===== config.mk =====
export PLATFORM = sky130hd
export DESIGN_NAME = psc_trigger_rx
export DESIGN_NICKNAME = d
export VERILOG_FILES = /design/src/rtl/psc_trigger_pkg.sv /design/src/rtl/psc_sync2.sv /design/src/rtl/psc_trigger_rx.sv
export SDC_FILE = /design/constraint.sdc
export NUM_CORES = 1
export LEC_CHECK = 0
export BUFFER_PORTS_ARGS = -buffer_cell sky130_fd_sc_hd__buf_4
export CAP_MARGIN = 5
export CORE_MARGIN = 4
export CORE_UTILIZATION = 58
export DETAILED_ROUTE_END_ITERATION = 6
export PLACE_DENSITY = 0.87
export REMOVE_ABC_BUFFERS = 1
export SKIP_LAST_GASP = 1
export SLEW_MARGIN = 20
export SYNTH_ARGS = -nofsm -noshare
export SYNTH_HDL_FRONTEND = slang
export SYNTH_SLANG_ARGS = --single-unit

===== constraint.sdc =====
create_clock -name clk -period 2.65 [get_ports clk]
set_clock_uncertainty 0.1 [all_clocks]
set_input_delay 0.265 -clock clk [delete_from_list [all_inputs] [get_ports clk]]
set_output_delay 0.265 -clock clk [all_outputs]
set_load 0.02 [all_outputs]

===== src/rtl/psc_trigger_pkg.sv =====
// Shared frame definition for the psc_trigger serial link (both ends import this).
package psc_trigger_pkg;

   typedef enum logic [2:0] {IDLE, START, DATA, PARITY, STOP, BREAK} state_e;

   localparam int         DATA_BITS     = 8;
   localparam int         PARITY_EVEN   = 1;
   localparam logic       IDLE_LEVEL    = 1'b1;
   localparam logic [7:0] DEF_TRIG_CODE = 8'hA5;

endpackage


===== src/rtl/psc_sync2.sv =====
// Two-flop synchronizer; resets to the idle line level so no false edge follows reset.
module psc_sync2 import psc_trigger_pkg::*; (
   input  logic clk,
   input  logic rst_n,
   input  logic d_i,
   output logic q_o
);

   logic meta_q, sync_q;

   // Two-stage capture of the asynchronous line.
   always_ff @(posedge clk or negedge rst_n) begin
      if (!rst_n) begin
         meta_q <= IDLE_LEVEL;
         sync_q <= IDLE_LEVEL;
      end else begin
         meta_q <= d_i;
         sync_q <= meta_q;
      end
   end

   assign q_o = sync_q;

endmodule


===== src/rtl/psc_trigger_rx.sv =====
// Receiver for the psc_trigger serial link: recovers framed bytes, fires trig_out on
// the armed code, and reports parity/framing errors as single-clock pulses.
module psc_trigger_rx import psc_trigger_pkg::*; #(
   parameter int         BIT_CYCLES = 50,
   parameter logic [7:0] TRIG_CODE  = DEF_TRIG_CODE
) (
   input  logic       clk,
   input  logic       reset,
   input  logic       psc_input,
   output logic       trig_out,
   output logic [7:0] rx_data,
   output logic       rx_valid,
   output logic       parity_error,
   output logic       frame_error,
   output logic       busy
);

   localparam int            CW       = $clog2(BIT_CYCLES);
   localparam logic [CW-1:0] MID      = CW'(BIT_CYCLES / 2 - 1);
   localparam logic [CW-1:0] LAST     = CW'(BIT_CYCLES - 1);
   localparam logic [2:0]    LAST_IDX = 3'(DATA_BITS - 1);
   localparam logic          PAR_INV  = (PARITY_EVEN != 0) ? 1'b0 : 1'b1;

   logic                 line_s, prev_q;
   state_e               state_q, state_d;
   logic [CW-1:0]        cnt_q, cnt_d;
   logic [2:0]           idx_q, idx_d;
   logic [DATA_BITS-1:0] shreg_q, shreg_d;
   logic                 par_err_q, par_err_d;
   logic [7:0]           rx_data_q, rx_data_d;
   logic                 trig_q, trig_d, valid_q, valid_d;
   logic                 perr_q, perr_d, ferr_q, ferr_d;

   psc_sync2 u_sync (
      .clk   (clk),
      .rst_n (reset),
      .d_i   (psc_input),
      .q_o   (line_s)
   );

   // State, counters, data and registered output pulses.
   always_ff @(posedge clk or negedge reset) begin
      if (!reset) begin
         prev_q    <= IDLE_LEVEL;
         state_q   <= IDLE;
         cnt_q     <= '0;
         idx_q     <= '0;
         shreg_q   <= '0;
         par_err_q <= 1'b0;
         rx_data_q <= '0;
         trig_q    <= 1'b0;
         valid_q   <= 1'b0;
         perr_q    <= 1'b0;
         ferr_q    <= 1'b0;
      end else begin
         prev_q    <= line_s;
         state_q   <= state_d;
         cnt_q     <= cnt_d;
         idx_q     <= idx_d;
         shreg_q   <= shreg_d;
         par_err_q <= par_err_d;
         rx_data_q <= rx_data_d;
         trig_q    <= trig_d;
         valid_q   <= valid_d;
         perr_q    <= perr_d;
         ferr_q    <= ferr_d;
      end
   end

   // Frame sequencing: START samples at mid-bit, later bits one bit-time apart.
   always_comb begin
      state_d   = state_q;
      cnt_d     = cnt_q;
      idx_d     = idx_q;
      shreg_d   = shreg_q;
      par_err_d = par_err_q;
      rx_data_d = rx_data_q;
      trig_d    = 1'b0;
      valid_d   = 1'b0;
      perr_d    = 1'b0;
      ferr_d    = 1'b0;
      case (state_q)
         IDLE: begin
            cnt_d = '0;
            if (prev_q && !line_s) state_d = START;
         end
         START: begin
            if (cnt_q == MID) begin
               cnt_d   = '0;
               idx_d   = '0;
               // A line back high by mid-bit was a glitch, not a start bit.
               state_d = line_s ? IDLE : DATA;
            end else begin
               cnt_d = cnt_q + 1'b1;
            end
         end
         DATA, PARITY, STOP: begin
            cnt_d = (cnt_q == LAST) ? '0 : cnt_q + 1'b1;
            if (cnt_q == LAST) begin
               if (state_q == DATA) begin
                  shreg_d = {line_s, shreg_q[DATA_BITS-1:1]};
                  idx_d   = idx_q + 3'd1;
                  if (idx_q == LAST_IDX) state_d = PARITY;
               end else if (state_q == PARITY) begin
                  par_err_d = line_s ^ (^shreg_q) ^ PAR_INV;
                  state_d   = STOP;
               end else if (line_s == IDLE_LEVEL) begin
                  if (par_err_q) begin
                     perr_d = 1'b1;
                  end else begin
                     rx_data_d = shreg_q;
                     valid_d   = 1'b1;
                     trig_d    = (shreg_q == TRIG_CODE);
                  end
                  state_d = IDLE;
               end else begin
                  // Framing error wins over parity; wait out the low line in BREAK.
                  ferr_d  = 1'b1;
                  state_d = BREAK;
               end
            end
         end
         BREAK: begin
            cnt_d = '0;
            if (line_s) state_d = IDLE;
         end
         default: state_d = IDLE;
      endcase
   end

   assign trig_out     = trig_q;
   assign rx_data      = rx_data_q;
   assign rx_valid     = valid_q;
   assign parity_error = perr_q;
   assign frame_error  = ferr_q;
   assign busy         = (state_q != IDLE);

endmodule


==> out/results.tsv <==
stage	metric	value	unit
sta	slew margin rel.	0.644	
sta	minimum clock period	2.14	ns
finish	# nets final	183	
critical_path	CP Class	reg -> reg	
finish	# diodes	0	
global_routing	GRT Util Overall	0.186	
routing	drt drc	0	
finish	# fillers	203	
routing	top layer in use	met4	
sta	RSZ-0062 raised after global routing	false	
placed_design	DP HPWL	2380	um
clocking	clock tree from TritonCTS	built	
die	chip height	63.4	um
min_path	Worst Hold Launch	u_sync.meta_q	
routing	metal3 WL	178	um
synthesis	part of the Yosys area used for sequential elements	0.507	
synthesis	Cell Area, Synth	0.00178	mm2
min_path	Worst Hold Class	reg -> reg	
routing	Via Count	1202	
clocking	maximum clock path buffer count	2	
critical_path	WP data arrival	2.27	ns
global_routing	total global routing overflow	0	
finish	Seq. cell area	905	um2
synthesis	Async SR Flop Fraction	1.00	
clocking	CTS resizes	0	
placed_design	placed instance count	193	
synthesis	top-count cell post-synth	dfrtp_1	
clocking	cts-stage hold buffer count	2	
critical_path	startpoint types	flip-flop	
die	die area	0.00403	mm2
routing	Routed WL per cell	16.1	um
finish	Non-Filler Instances	203	
global_routing	first-pass GRT wire length	5840	um
sta	Final period util	0.807	
placed_design	routability cong.	0.854	
power_and_ir_drop	PD cells	656	mW/mm2
sta	Worst Tran Pin Value	0.534	ns
synthesis	cell taking the most area after synthesis	dfrtp_1	
min_path	WHS Path Cells	0	
global_routing	initial antenna violation count	0	
synthesis	dominant synthesized flop cell	dfrtp_1	
sta	Setup WS post-layout	0.511	ns
power_and_ir_drop	VDD IR max	0.523	mV
die	row count	19	
critical_path	crit path from	cnt_q[1]	
synthesis	Netlist cell types	38	
routing	met2 wire len	1690	um
clocking	clk slew on worst S/H paths	0.10	ns
placed_design	DP Worst Slack	0.537	ns
die	Core ar.	0.00285	mm2
sta	Fmax achieved	467	MHz
synthesis	synth cell count leaders	dfrtp_1, mux2_2, nor2_1	
critical_path	CP Data Required Time	2.78	ns
power_and_ir_drop	static leakage	1.02	nW
routing	drt via density	5.92	
synthesis	FF+latch count, synth	36	
finish	synthesis-to-finish area growth	11.6	%
synthesis	Yosys top cell area share	0.463	
routing	1st-iter DRT viols	73	
routing	Final ANT Viol Nets	0	
clocking	Root Buffer	clkbuf_4	
synthesis	Syn Inst Count	152	
global_routing	largest net degree at the start of global routing	37	
finish	share of layout cells above drive strength 1	0.285	
synthesis	Avg Cell Area, Syn	11.7	um2
placed_design	Port Buffers	15	
critical_path	FF-to-FF path depth	6	
critical_path	CP Max Fanout	10	
die	die width	63.4	um
sta	Final setup viols	0	
synthesis	Synth area leaders	dfrtp_1, mux2_2, ha_1	
routing	Pre-antenna DRT Iters	4	
sta	Slew Limit Fails	0	
power_and_ir_drop	Power, Total	1.31	mW
finish	post-route cell area	0.00199	mm2
routing	Detailed Route WL	3270	um
clocking	postcts setup bufs	0	
flow_run	max-cap viol count	0	
critical_path	Worst R2R Start	cnt_q[1]	
clocking	Clock Sink Count	36	
sta	Fin. Hold Viols	0	
die	I/O pin count	16	
placed_design	DP Area	0.00191	mm2
sta	Total Neg Setup Slack	0	ns
synthesis	EDFF count, synth	0	
clocking	total CTS buffers	5	
critical_path	Crit. End Element	flip-flop	
clocking	H-Tree Depth	2	
global_routing	vias in the first global route	1226	
die	Initial Util	0.625	
run_status	status	completed	
finish	footprint of the multi-input gates	822	um2
synthesis	yosys synthesis warning count	0	
routing	met1 wire length	1330	um
clocking	Worst-Skew Late Latency	0.34	ns
==> cell type report <==
| cell class | count | area share |
|---|---|---|
| sequential | 36 | 0.454 |
| multi-input combinational | 103 | 0.413 |
| timing repair buffer | 17 | 0.0666 |
| clock buffer | 7 | 0.0277 |
| tap | 31 | 0.0195 |
| inverter | 8 | 0.0151 |
| clock inverter | 1 | 0.00377 |
==> through the flow <==
stage | hold WS [ns] | util
final | 0.263 | 0.698
after floorplan | -0.131 | -
after global placement | 0.134 | 0.669
after global routing | 0.271 | 0.698
after detailed placement | 0.142 | 0.669
after CTS | 0.264 | 0.698
==> cells in the final DEF, fill, tap and decap left out, drive strengths merged, types with 2 or more instances in the layout <==
master,n
dfrtp,33
mux2,17
buf,15
nor2,13
ha,9
inv,8
nand2,8
clkbuf,7
a21oi,6
nor2b,4
xnor2,4
a22o,4
o21ai,4
xor2,4
nand4,4
nand2b,4
or3,3
dfstp,3
and3,2
o32ai,2
dlygate4sd3,2
nand3b,2
or2,2
==> worst max-delay path, stage by stage, from the launching register on <==
cell and delay (ns):
dfrtp_1 0.41, inv_1 0.10, ha_1 0.20, nand3b_4 0.11, nor2_1 0.34, nand4_2 0.39
mux2_2 0.39
==> sequential cells by signal (all words and copies together) (netlist names) <==
register,count
par_err_q,1
cnt_q,6
state_q,3
rx_data,8
trig_out,1
prev_q,1
rx_valid,1
parity_error,1
frame_error,1
u_sync.q_o,1
u_sync.meta_q,1
shreg_q,8
idx_q,3
==> report_power, final <==
group | switching, mW | internal, mW
registers | 0.0782 | 0.599
clock network | 0.182 | 0.130
logic | 0.171 | 0.145
total | 0.431 | 0.874
==> cells by family after synthesis <==
family	Yosys count	share of synthesized area
AND/OR/NAND/NOR	46	0.154
AO/OA/AOI/OAI	22	0.0835
buffers and inverters	13	0.0316
flip-flops	36	0.507
multiplexers	18	0.121
XOR/XNOR	8	0.0393
adder cells (fa/ha/maj)	9	0.0632
==> layer usage <==
| metal | vias to the layer above | track usage |
|---|---|---|
| li1 | 566 | - |
| met1 | 586 | 0.223 |
| met2 | 42 | 0.317 |
| met3 | 8 | 0.0533 |
| met4 | 0 | 0.0701 |
| met5 | - | 0 |
==> worst paths after layout <==
path	endpoint	slack, ns
min	u_sync.q_o	0.26
min reg2reg	u_sync.q_o	0.26
max reg2reg	rx_data[1]	0.51
min in group asynchronous	cnt_q[5]	0.29
max in group asynchronous	u_sync.q_o	1.82
max	rx_data[1]	0.51
(Power assumes the default switching activity.)
